File: src/rtl/connector_pkg.sv
// rtl/connector_pkg.sv - shared constants, types and round-robin helper for the connector read side
package connector_pkg;

    localparam int CONN_NUM_CH = 3;
    localparam int CONN_DW     = 8;
    localparam int CONN_DEPTH  = 4;
    localparam int CONN_CW     = (CONN_NUM_CH > 1) ? $clog2(CONN_NUM_CH) : 1;

    typedef logic [CONN_DW-1:0] conn_data_t;
    typedef logic [CONN_CW-1:0] conn_ch_t;

    // Next round-robin pointer: one past the granted channel, wrapping to 0.
    function automatic int rr_next(input int cur, input int num_ch);
        return (cur + 1 >= num_ch) ? 0 : cur + 1;
    endfunction

endpackage

File: src/rtl/connector_chan_fifo.sv
// rtl/connector_chan_fifo.sv - per-channel synchronous FIFO with push-through-when-full
//
// Ports:
//   clk0, resetn        clock, asynchronous active-low reset
//   push, pdata         write strobe and data; accepted when not full, or full and popped this cycle
//   pop                 read strobe; the caller only pops when not empty
//   full, empty         status from registered pointers
//   rdata               head entry, valid while !empty
module connector_chan_fifo
    import connector_pkg::*;
#(
    parameter int DW    = CONN_DW,
    parameter int DEPTH = CONN_DEPTH
) (
    input  logic          clk0,
    input  logic          resetn,
    input  logic          push,
    input  logic [DW-1:0] pdata,
    input  logic          pop,
    output logic          full,
    output logic          empty,
    output logic [DW-1:0] rdata
);

    localparam int AW = $clog2(DEPTH);

    // Pointers carry one extra wrap bit so full and empty are distinguishable.
    logic [AW:0]   wptr_q, wptr_d;
    logic [AW:0]   rptr_q, rptr_d;
    logic [DW-1:0] mem_q [DEPTH];
    logic          push_ok;
    logic          pop_ok;

    assign full    = (wptr_q[AW] != rptr_q[AW]) && (wptr_q[AW-1:0] == rptr_q[AW-1:0]);
    assign empty   = (wptr_q == rptr_q);
    assign rdata   = mem_q[rptr_q[AW-1:0]];
    assign pop_ok  = pop & ~empty;
    // A full FIFO still takes a beat when its head leaves in the same cycle.
    assign push_ok = push & (~full | pop_ok);

    always_comb begin
        wptr_d = wptr_q;
        rptr_d = rptr_q;
        if (push_ok) wptr_d = wptr_q + 1'b1;
        if (pop_ok)  rptr_d = rptr_q + 1'b1;
    end

    always_ff @(posedge clk0 or negedge resetn) begin
        if (!resetn) begin
            wptr_q <= '0;
            rptr_q <= '0;
        end else begin
            wptr_q <= wptr_d;
            rptr_q <= rptr_d;
        end
    end

    always_ff @(posedge clk0) begin
        if (push_ok) mem_q[wptr_q[AW-1:0]] <= pdata;
    end

endmodule

File: src/rtl/connector_top_part1.sv
// rtl/connector_top_part1.sv - per-channel FIFOs drained by a round-robin arbiter onto one read stream
//
// Ports:
//   clk0, resetn        clock, asynchronous active-low reset
//   freeze              stall new grants (only with CONNECTOR_FREEZE_EN defined)
//   wen, wdata          per-channel write strobes, channel i data at [i*DW +: DW]
//   rd_valid, rd_ready  registered read handshake
//   rd_data, rd_ch      read beat and its source channel
//   ovf, ovf_clr        sticky per-channel drop flags and their clears
// Optional feature macro: CONNECTOR_FREEZE_EN
module connector_top_part1
    import connector_pkg::*;
#(
    parameter int NUM_CH = CONN_NUM_CH,
    parameter int DW     = CONN_DW,
    parameter int DEPTH  = CONN_DEPTH,
    localparam int CW    = (NUM_CH > 1) ? $clog2(NUM_CH) : 1
) (
    input  logic              clk0,
    input  logic              resetn,
`ifdef CONNECTOR_FREEZE_EN
    input  logic              freeze,
`endif
    input  logic [NUM_CH-1:0]    wen,
    input  logic [NUM_CH*DW-1:0] wdata,
    output logic              rd_valid,
    input  logic              rd_ready,
    output logic [DW-1:0]     rd_data,
    output logic [CW-1:0]     rd_ch,
    output logic [NUM_CH-1:0] ovf,
    input  logic [NUM_CH-1:0] ovf_clr
);

    logic              frz;
    logic [NUM_CH-1:0] fifo_full;
    logic [NUM_CH-1:0] fifo_empty;
    logic [DW-1:0]     fifo_rdata [NUM_CH];
    logic [NUM_CH-1:0] pop_vec;

    logic              rd_valid_q, rd_valid_d;
    logic [DW-1:0]     rd_data_q,  rd_data_d;
    logic [CW-1:0]     rd_ch_q,    rd_ch_d;
    logic [CW-1:0]     ptr_q,      ptr_d;
    logic [NUM_CH-1:0] ovf_q,      ovf_d;

    logic              load;
    logic              found;
    logic [CW-1:0]     grant;

`ifdef CONNECTOR_FREEZE_EN
    assign frz = freeze;
`else
    assign frz = 1'b0;
`endif

    for (genvar g = 0; g < NUM_CH; g++) begin : g_fifo
        connector_chan_fifo #(.DW(DW), .DEPTH(DEPTH)) u_fifo (
            .clk0  (clk0),
            .resetn(resetn),
            .push  (wen[g]),
            .pdata (wdata[g*DW +: DW]),
            .pop   (pop_vec[g]),
            .full  (fifo_full[g]),
            .empty (fifo_empty[g]),
            .rdata (fifo_rdata[g])
        );
    end

    always_comb begin
        found      = 1'b0;
        grant      = '0;
        pop_vec    = '0;
        rd_valid_d = rd_valid_q;
        rd_data_d  = rd_data_q;
        rd_ch_d    = rd_ch_q;
        ptr_d      = ptr_q;
        load       = (~rd_valid_q | rd_ready) & ~frz;

        // First non-empty channel scanning upward from the pointer, wrapping.
        for (int k = 0; k < NUM_CH; k++) begin
            int idx;
            idx = int'(ptr_q) + k;
            if (idx >= NUM_CH) idx = idx - NUM_CH;
            if (!found && !fifo_empty[idx]) begin
                found = 1'b1;
                grant = CW'(idx);
            end
        end

        if (frz) begin
            // Output register holds; an accepted beat still leaves.
            if (rd_valid_q && rd_ready) rd_valid_d = 1'b0;
        end else if (load) begin
            rd_valid_d = found;
            if (found) begin
                rd_data_d      = fifo_rdata[grant];
                rd_ch_d        = grant;
                ptr_d          = CW'(rr_next(int'(grant), NUM_CH));
                pop_vec[grant] = 1'b1;
            end
        end

        // Set wins over clear; a beat is dropped only if full and not popped.
        ovf_d = (ovf_q & ~ovf_clr) | (wen & fifo_full & ~pop_vec);
    end

    always_ff @(posedge clk0 or negedge resetn) begin
        if (!resetn) begin
            rd_valid_q <= 1'b0;
            rd_data_q  <= '0;
            rd_ch_q    <= '0;
            ptr_q      <= '0;
            ovf_q      <= '0;
        end else begin
            rd_valid_q <= rd_valid_d;
            rd_data_q  <= rd_data_d;
            rd_ch_q    <= rd_ch_d;
            ptr_q      <= ptr_d;
            ovf_q      <= ovf_d;
        end
    end

    assign rd_valid = rd_valid_q;
    assign rd_data  = rd_data_q;
    assign rd_ch    = rd_ch_q;
    assign ovf      = ovf_q;

endmodule

File: config.mk
export PLATFORM = sky130hd
export DESIGN_NAME = connector_top_part1
export DESIGN_NICKNAME = d
export VERILOG_FILES = /design/src/rtl/connector_pkg.sv /design/src/rtl/connector_chan_fifo.sv /design/src/rtl/connector_top_part1.sv
export SDC_FILE = /design/constraint.sdc
export NUM_CORES = 1
export LEC_CHECK = 0
export BUFFER_PORTS_ARGS = -buffer_cell sky130_fd_sc_hd__buf_2
export CORE_AREA = 2 2 103 105
export DETAILED_ROUTE_END_ITERATION = 7
export DIE_AREA = 0 0 105 107
export PLACE_DENSITY_LB_ADDON = 0.12
export SLEW_MARGIN = 25
export SYNTH_ARGS = -nofsm -noshare
export SYNTH_HDL_FRONTEND = slang
export SYNTH_SLANG_ARGS = --single-unit
File: constraint.sdc
create_clock -name clk0 -period 3.2 [get_ports clk0]
set_input_delay 0.16 -clock clk0 [delete_from_list [all_inputs] [get_ports clk0]]
set_output_delay 0.16 -clock clk0 [all_outputs]
set_load 0.02 [all_outputs]
**Word level (Yosys, flattened, before mapping)**

Memory sizes are Yosys's and may differ from the RTL's.
Cells that the tools add are included.
W data, S select, Z words.

- Flip-flop bits (word level): 34
- Bits in writable memories: 96
- Input port bits: 33
- Output and inout bits: 14
- Word-level logic and storage cells: 111
- Memories kept: 3

Memories:

| memory | words | bits a word | read ports | clocked after Yosys merged registers in | wr ports | line | source |
|---|---|---|---|---|---|---|---|
| g_fifo[0].u_fifo.mem_q | 4 | 8 | 1 | 0 | 1 | connector_chan_fifo.sv:30 | `logic [DW-1:0] mem_q [DEPTH];` |
| g_fifo[1].u_fifo.mem_q | 4 | 8 | 1 | 0 | 1 | connector_chan_fifo.sv:30 |  |
| g_fifo[2].u_fifo.mem_q | 4 | 8 | 1 | 0 | 1 | connector_chan_fifo.sv:30 |  |

- $add $sub $neg: 12
- Order comparisons: 10
- Eq/ne operators: 9
- Mux-type cells: 32
- Bitwise gates (word level): 24
- Reductions and logical operators: 10

Operators by type and width:

| kind | number |
|---|---|
| $lt A32 B4 Y1 const B | 3 |
| $mux W32 | 3 |
| $add A3 B1 Y3 const B | 6 |
| $bmux W8 S2 | 1 |
| $mux W1 | 16 |
| $mux W8 | 2 |
| $and A3 B3 Y3 | 3 |
| $eq A3 B3 Y1 | 3 |
| $ge A3 B2 Y1 const B | 3 |
| $mux W2 | 4 |
| $sub A3 B2 Y4 const B | 2 |
| $not A1 Y1 | 7 |
| $add A2 B1 Y3 const B | 2 |
| $and A1 B1 Y1 | 6 |
| $bmux W1 S2 | 3 |
| $eq A2 B2 Y1 | 3 |
| $logic_and A1 B1 Y1 | 6 |
| $mux W3 | 2 |
| $not A3 Y3 | 2 |
| $or A1 B1 Y1 | 4 |
| $add A2 B2 Y3 const B | 1 |
| $ge A3 B3 Y1 const B | 1 |
| $logic_not A1 Y1 | 3 |
| $lt A2 B3 Y1 const B | 1 |
| 8 further kinds | 10 |

**Longest topological paths before layout**

Gate-level depths: netlist (run 1).

- Word-level depth: 23
- Mapped depth: 10
- Gate-level depth less buffers: 8

**By module**

A second synthesis (run 1) with hierarchy kept.

- Cell total of the unflattened synthesis: 371
- Area, all modules: 5,903.2 um^2

By module, submodules not included:

| module | instances | cells each | area each (um^2) | sequential area each (um^2) |
|---|---|---|---|---|
| connector_chan_fifo at g_fifo[0].u_fifo ... | 2 | 85 | 1,602.8 | 1,111.1 |
| connector_chan_fifo at g_fifo[1].u_fifo | 1 | 89 | 1,610.3 | 1,111.1 |
| connector_top_part1 | 1 | 112 | 1,087.3 | 400.4 |

**Worst setup path after synthesis (run 1)**

OpenSTA, ideal clock, no wires.

- Path type: reg-to-reg
- Start point: reg ptr_q[0]
- End point: mem g_fifo[2].u_fifo.mem_q[2][0] (netlist name), enable pin
- Setup time: 0.332 ns
- Data arrival time: 2.324 ns
- Required time: 2.868 ns
- Setup slack: 0.544 ns
- Cell stages (with the launch flop): 11
- Buffers on the path: 2
- Clock period less this slack: 2.656 ns
- Path through: dfrtp_1 inv_1 ha_1 buf_2 or3b_1 o41ai_2 a41oi_1 or3_1 buf_2 a31oi_4 and2_1

- Word-level cells in the longest chain between the ends: 23
- Elaborated cells between the ends (all ways): 43

Ends and longest elaborated chain:

| what | line | source |
|---|---|---|
| start: declaration | connector_top_part1.sv:43 | `logic [CW-1:0] ptr_q, ptr_d;` |
| start signal: assignment | connector_top_part1.sv:118 | `ptr_q <= ptr_d;` |
| $add A2 B1 Y3 | connector_top_part1.sv:82 | `idx = int'(ptr_q) + k;` |
| $sub A3 B2 Y4 / $ge A3 B2 Y1 (equally long branches) | connector_top_part1.sv:83 | `if (idx >= NUM_CH) idx = idx - NUM_CH;` |
| $mux W32 | connector_top_part1.sv:83 |  |
| $bmux W1 S2 | connector_top_part1.sv:84 | `if (!found && !fifo_empty[idx]) begin` |
| $mux W1 (implied by the code) (2 in series) | connector_top_part1.sv:84 |  |
| $logic_not A1 Y1 | connector_top_part1.sv:84 |  |
| $logic_and A1 B1 Y1 | connector_top_part1.sv:84 |  |
| $mux W1 | connector_top_part1.sv:84 |  |
| (+6 left out) | - |  |
| $demux W1 S2 | connector_top_part1.sv:99 | `pop_vec[grant] = 1'b1;` |
| $mux W3 (*) | connector_top_part1.sv:95 | `if (found) begin` |
| $mux W3 (*) | connector_top_part1.sv:93 | `end else if (load) begin` |
| $and A1 B1 Y1 (*) | connector_chan_fifo.sv:37 | `assign pop_ok = pop & ~empty;` |
| $or A1 B1 Y1 (*) | connector_chan_fifo.sv:39 | `assign push_ok = push & (~full \| pop_ok);` |
| $and A1 B1 Y1 (*) | connector_chan_fifo.sv:39 |  |
| $mux W1 (*) | connector_chan_fifo.sv:59 | `if (push_ok) mem_q[wptr_q[AW-1:0]] <= pdata;` |
| $mux W1 (implied by the code) (*) | connector_chan_fifo.sv:59 |  |
| end: declaration | connector_chan_fifo.sv:30 |  |

Mark *: on every way between the ends. The rest lies on a longest branch, timed or not. The select of a mux whose other input is x is not followed.

**Final worst setup path (run 1)**

- Start point: reg ptr_q[1]
- End point: mem g_fifo[2].u_fifo.mem_q[1][2] (netlist name), enable pin

Same word-level chain as after synthesis.

==> results.sh, run 1 <==
export IMPL_crit_buf_inv=1
export IMPL_slowest_delay_ns=0.47
export IMPL_routed_wl_um=11900
export IMPL_die_x_um=105
export IMPL_period_share=0.946
export IMPL_end_kind="flop"
export IMPL_crit_type="flop to flop"
export IMPL_num_vias=3530
export IMPL_synthFlopType="edfxtp_1"
export IMPL_dp_slack_ns=0.210
export IMPL_grt_overflow=0
export IMPL_row_count=37
export IMPL_path_clk_slew_ns=0.06
export IMPL_synth_seq_cells=130
export IMPL_postRouteAntennaNets=0
export IMPL_first_pass_iters=7
export IMPL_dpl_hpwl_um=7920
export IMPL_synth_edff_count=96
export IMPL_outcome="completed"
export IMPL_dieArea_sq_mm=0.0112
export IMPL_cp_cell_sequence="inv_1, ha_1, or3b_1, o41ai_2, a41oi_1, or3_1, a31oi_4, and2_1"
export IMPL_die_y_um=107
export IMPL_yosysTopAreaCell="edfxtp_1"
export IMPL_grt_pass1_vias=3619
export IMPL_antenna_found_initial=0
export IMPL_grt_max_degree=35
export IMPL_crit_family="simple AND/OR/NAND/NOR gates"
export IMPL_path_depth=8
export IMPL_crit_start="ptr_q[1]"
export IMPL_switching_share=0.368
export IMPL_peakVddDrop_uv=579
export IMPL_drive_above_1_share=0.279
export IMPL_drtIter0Drc=252
export IMPL_comb_power_share=0.394
export IMPL_p_per_area_mw_per_mm2=1060
export IMPL_p_int_w=0.00481
export IMPL_nFillCells=690
export IMPL_arrival_ns=3.19
export IMPL_cts_sinks=130
export IMPL_io_buffers=46
export IMPL_cts_max_path_buffers=2
export IMPL_root_buffer="clkbuf_8"
export IMPL_hold_violations=0
export IMPL_syn_cell_area_sq_mm=0.00578
export IMPL_worst_r2r_startpoint="ptr_q[1]"
export IMPL_pwr_share_clk=0.260
export IMPL_num_io_pins=47
export IMPL_synth_top_cell_area_share=0.498
export IMPL_p_leak_nw=2.71
export IMPL_required_ns=3.37
export IMPL_cts_tree="yes"
export IMPL_fmax_ghz=0.330
export IMPL_post_cts_buffers=0
export IMPL_area_delta_synth_final_pct=24.0
export IMPL_max_slew_margin_rel=0.468
export IMPL_worst_slack_ns=0.174
export IMPL_initial_core_util=0.573
export IMPL_finalNonFillerCells=616
export IMPL_hold_depth=3
export IMPL_slowest_stage="or3_1"
export IMPL_syn_nets=416
export IMPL_wl_per_cell_um=19.2
export IMPL_cts_buffers_inserted=17
export IMPL_ff2ff_path_depth=8
export IMPL_rsz0062_at_grt="no"
export IMPL_min_path_type="primary input to flop"
export IMPL_grt_pass1_wl_um=19100
export IMPL_slew_violations=0
export IMPL_ys_seq_area_frac=0.646
export IMPL_fin_nets=517
export IMPL_setup_viol=0
export IMPL_h_tree_depth=4
export IMPL_worst_slew_pin_slew_ns=0.798
export IMPL_period_minus_slack_ns=3.03
export IMPL_dp_cells=551
export IMPL_gp_congestion=0.839
export IMPL_path_max_fanout=8
export IMPL_netlist_top_cells_area="edfxtp_1, dfrtp_1, mux4_2, ha_1, xnor2_1"
export IMPL_insertion_delay_ns=0.52
export IMPL_start_kind="flop"
export IMPL_n_antenna_cell=0
export IMPL_yosysWarnings=0
export IMPL_finalPower_w=0.00761
export IMPL_p_sw_w=0.00280
export IMPL_ys_types=56
export IMPL_hp_start="rd_ready"
export IMPL_grtUsageTotal=0.231
export IMPL_rrSetupSlack_ns=0.17
export IMPL_max_cap_violations=0
export IMPL_avgSynthCellArea_sq_um=15.8
export IMPL_viasPerCell=5.73
export IMPL_finalSetupTns_ns=0
export IMPL_finClkSkew_ns=0.00895
export IMPL_seqPwrFrac=0.347
export IMPL_async_reset_ff_frac=0.262
export IMPL_core_area_sq_mm=0.0101
export IMPL_synthCells=366
export IMPL_drcViolationCount=0
[routing by layer]
| layer | part of all wire | track usage |
|---|---|---|
| met5 | 0 | 0 |
| met4 | 0.0096 | 0.0733 |
| met3 | 0.037 | 0.0517 |
| met2 | 0.52 | 0.393 |
| met1 | 0.43 | 0.300 |
[flip-flops by register name, indices dropped and copies added, names as in the netlist]
register and cells:
rd_valid 1, g_fifo.u_fifo.mem_q 96, rd_data 8, rd_ch 2, g_fifo.u_fifo.rptr_q 9, ovf 3
g_fifo.u_fifo.wptr_q 9, ptr_q 2
[what timing repair did]
item,CTS,global route
resized for setup,0,2
hold endpoints to repair,136,0
hold buffers,33,0
endpoints found under the setup margin,0,14
[through the flow]
step	util	hold slack (ns)	cell area, sq um
global placement	0.617	0.289	6230
finish	0.711	0.192	7170
global route	0.711	0.232	7170
detailed placement	0.617	0.294	6230
floorplan	-	-0.136	5780
CTS	0.711	0.161	7170
[synth_stat cells (2+ instances only)]
library cell,n
o21a_1,2
a22oi_1,9
edfxtp_1,96
and3_1,2
mux2_1,4
inv_1,16
nor2b_1,3
nand2b_1,3
nand3_1,9
a21oi_1,10
xor2_1,8
nand2_1,10
or3_1,2
mux4_2,24
xor2_2,2
buf_4,3
buf_2,6
o21ai_1,4
o211ai_1,6
nand4_1,2
o21ai_0,11
and2_1,6
nor3_1,3
nor2_1,19
xnor2_1,15
nor4_1,2
dfrtp_1,34
o22ai_1,2
ha_1,17
a31oi_1,8
clkbuf_1,3
[worst reg2reg max path, stage by stage (launching register included)]
cell and delay (ns):
dfrtp_1 0.38, inv_1 0.07, ha_1 0.32, or3b_1 0.40, o41ai_2 0.25, a41oi_1 0.09, or3_1 0.47, a31oi_4 0.29
and2_1 0.41
[power groups by stage]
stage	clock network, W	logic [W]	registers, W
2_1_floorplan	0	0.00206	0.00266
3_3_place_gp	0	0.00289	0.00263
3_5_place_dp	0	0.00293	0.00266
4_1_cts	0.00201	0.00301	0.00263
5_1_grt	0.00208	0.00330	0.00269
6_report	0.00198	0.00300	0.00264
[logic make-up after synthesis]
family          after synthesis  synth area share
compound gates               70            0.0885
xor+xnor                     25            0.0405
fa+ha+maj                    17            0.0368
buf+inv                      29            0.0234
flops                       130             0.646
mux                          29             0.103
simple gates                 66            0.0621
[cell usage in the layout (no fill, tap or decap), types with 2 or more instances in the layout]
cell / instances
xnor2_1: 15
nand4_1: 2
dfrtp_1: 34
or3_1: 2
bufinv_16: 3
o21a_1: 2
a21oi_1: 10
buf_2: 46
nand2_1: 10
o211ai_1: 6
xor2_2: 2
inv_6: 3
mux4_2: 24
nor2_1: 19
nor2b_1: 3
and2_2: 2
clkbuf_16: 16
o22ai_1: 2
a22oi_1: 9
inv_1: 16
o21ai_1: 4
nand3_1: 9
edfxtp_1: 96
dlygate4sd3_1: 33
buf_4: 16
and2_1: 4
nor3_1: 3
inv_8: 3
nor4_1: 2
ha_1: 17
and3_1: 2
a31oi_1: 8
clkinv_4: 4
xor2_1: 8
mux2_1: 4
o21ai_0: 11
nand2b_1: 3
[final cells by class]
type	instances	area, sq um	share of cell area
well taps	136	170	0.0237
flip-flops and latches	130	3730	0.520
repair buffers	95	681	0.0949
multi-input cells	207	1920	0.267
inverters	16	60.1	0.00837
clock buffers	17	414	0.0577
clock inverters	15	198	0.0276
[final timing paths]
| path | endpoint |
|---|---|
| max in group asynchronous | g_fifo[1].u_fifo.rptr_q[0] |
| min | rd_valid |
| max | g_fifo[2].u_fifo.mem_q[1][2] |
| max reg2reg | g_fifo[2].u_fifo.mem_q[1][2] |
| min reg2reg | g_fifo[1].u_fifo.wptr_q[2] |
| min in group asynchronous | ovf[0] |
(Power assumes the default switching activity.)
==> run 2, diff against run 1 <==
--- a/config.mk
+++ b/config.mk
@@ -5,7 +5,7 @@
 export SDC_FILE = /design/constraint.sdc
 export NUM_CORES = 1
 export LEC_CHECK = 0
-export BUFFER_PORTS_ARGS = -buffer_cell sky130_fd_sc_hd__buf_2
+export BUFFER_PORTS_ARGS = -buffer_cell sky130_fd_sc_hd__clkbuf_2
 export CORE_AREA = 2 2 103 105
 export DETAILED_ROUTE_END_ITERATION = 7
 export DIE_AREA = 0 0 105 107
==> run 2 against run 1 <==
  * Non-clock buffer count is the same
  * Core utilization fell by 0.33 points
  * Clock power is 5% lower
  * Sequential cell count unchanged
  * Critical endpoint is now g_fifo[2].u_fifo.mem_q[2][5]
  * Highest routed layer unchanged
==> results.sh, run 2 (synthesized netlist as in run 1, its figures left out) <==
export IMPL_grt_pass1_vias=3604
export IMPL_routed_wl_um=11500
export IMPL_viasPerCell=5.65
export IMPL_outcome="completed"
export IMPL_pwr_share_clk=0.253
export IMPL_slowest_stage="or3_1"
export IMPL_grt_max_degree=35
export IMPL_post_cts_buffers=0
export IMPL_grt_pass1_wl_um=18700
export IMPL_first_pass_iters=5
export IMPL_max_cap_violations=0
export IMPL_crit_type="flop to flop"
export IMPL_rsz0062_at_grt="no"
export IMPL_required_ns=3.39
export IMPL_routed_top_layer="met4"
export IMPL_drt_met1_wl_um=4970
export IMPL_area_delta_synth_final_pct=23.5
export IMPL_largest_register_ffs=96
export IMPL_peakVddDrop_uv=649
export IMPL_comb_power_share=0.395
export IMPL_fin_nets=517
export IMPL_seqPwrFrac=0.352
export IMPL_n_antenna_cell=0
export IMPL_wl_met3_um=459
export IMPL_antenna_found_initial=0
export IMPL_row_count=37
export IMPL_arrival_ns=3.16
export IMPL_grt_overflow=0
export IMPL_finClkSkew_ns=0.00701
export IMPL_mostFrequentLayoutCell="edfxtp_1"
export IMPL_p_leak_nw=2.70
export IMPL_start_kind="flop"
export IMPL_die_y_um=107
export IMPL_fmax_ghz=0.337
export IMPL_slowest_delay_ns=0.47
export IMPL_grtUsageTotal=0.227
export IMPL_io_buffers=46
export IMPL_crit_buf_inv=1
export IMPL_nFillCells=668
export IMPL_dpl_hpwl_um=7970
export IMPL_cp_cell_sequence="inv_1, ha_1, or3b_1, o41ai_2, a41oi_1, or3_1, a31oi_4, and2_1"
export IMPL_setup_viol=0
export IMPL_switching_share=0.361
export IMPL_core_area_sq_mm=0.0101
export IMPL_die_x_um=105
export IMPL_final_core_util=0.707
export IMPL_crit_family="simple AND/OR/NAND/NOR gates"
export IMPL_end_kind="flop"
export IMPL_drcViolationCount=0
export IMPL_wl_per_cell_um=18.7
export IMPL_slew_violations=0
export IMPL_num_vias=3474
export IMPL_initial_core_util=0.573
export IMPL_met2_length_um=5910
export IMPL_cts_max_path_buffers=2
export IMPL_max_slew_margin_rel=0.460
export IMPL_multi_input_area_sq_mm=0.00191
export IMPL_worst_slew_pin_slew_ns=0.810
export IMPL_cts_sinks=130
export IMPL_cts_buffers_inserted=17
export IMPL_num_io_pins=47
export IMPL_min_path_type="primary input to flop"
export IMPL_path_clk_slew_ns=0.06
export IMPL_hold_violations=0
export IMPL_p_int_w=0.00477
export IMPL_drive_above_1_share=0.267
export IMPL_layout_area_seq_sq_mm=0.00373
export IMPL_cts_tree="yes"
export IMPL_final_cell_mix="edfxtp_1, clkbuf_2, dfrtp_1, dlygate4sd3_1, mux4_2"
export IMPL_finalSetupTns_ns=0
export IMPL_drtIter0Drc=179
export IMPL_p_sw_w=0.00270
export IMPL_postRouteAntennaNets=0
export IMPL_period_share=0.927
export IMPL_h_tree_depth=4
export IMPL_period_minus_slack_ns=2.97
export IMPL_root_buffer="clkbuf_8"
export IMPL_p_per_area_mw_per_mm2=1050
export IMPL_insertion_delay_ns=0.53
export IMPL_path_max_fanout=8
export IMPL_dieArea_sq_mm=0.0112
export IMPL_gp_congestion=0.883
[run 2: changes by cell type in the layout (fill, tap and decap cells not counted)]
cell      previous run  this run
buf_2               46         1
clkbuf_2             0        45
inv_8                3         0
and2_1               4         6
and2_2               2         0
clkbuf_1             0         2
inv_6                3         1
clkinv_1             0         1
clkinv_4             4         5
[run 2: through the flow]
step           hold slack (ns)  power, W  instances  area [sq um]  setup slack, ns
4_1_cts                  0.135   0.00753        615          7140            0.197
5_1_grt                  0.187   0.00793        615          7140           0.0477
2_1_floorplan           -0.136   0.00473        366          5780            0.544
6_report                 0.155   0.00747        615          7140            0.232
3_5_place_dp             0.333   0.00557        551          6230            0.218
3_3_place_gp             0.322   0.00551        551          6230            0.312
[run 2: path summary, 6_finish.rpt]
path | slack, ns | to | cells after the start | startpoint
worst min register to register | 0.49 | g_fifo[1].u_fifo.rptr_q[2] | 1 | g_fifo[1].u_fifo.rptr_q[2]
max in group asynchronous | 2.43 | rd_data[2] | 2 | resetn
min in group asynchronous | 0.26 | rd_ch[0] | 2 | resetn
worst min-delay path | 0.16 | rd_valid | 3 | rd_ready
worst max-delay path | 0.23 | g_fifo[2].u_fifo.mem_q[2][5] | 8 | ptr_q[1]
worst max register to register | 0.23 | g_fifo[2].u_fifo.mem_q[2][5] | 8 | ptr_q[1]
[run 2: power groups by stage]
stage                     Sequential, W  Combinational, W  Clock [W]
final                           0.00263           0.00295    0.00189
after detailed placement        0.00266           0.00291          0
after floorplan                 0.00266           0.00206          0
after global routing            0.00268           0.00325    0.00200
after CTS                       0.00264           0.00298    0.00192
after global placement          0.00264           0.00287          0
[run 2: tightest hold or removal path, cell delays in order]
cell      delay, ns
clkbuf_2       0.08
nand2b_1       0.27
o21ai_0        0.13
[run 2: cell type report]
cell class / instances / area share
Clock buffer: 19 / 0.0591
Timing Repair Buffer: 95 / 0.0953
Multi-Input combinational cell: 207 / 0.268
Clock inverter: 12 / 0.0223
Inverter: 16 / 0.00841
Sequential cell: 130 / 0.523
Tap cell: 136 / 0.0238
[run 2: routing by layer]
metal  GRT usage  vias up
li1            -     1626
met1       0.283     1750
met2       0.379       81
met3      0.0657       17
met4      0.0857        0
met5           0        -
[run 2: what timing repair did]
action / 4_1_cts / 5_1_grt
hold endpoints to repair: 136 / 0
gates resized for setup: 0 / 0
hold buffers: 33 / 0
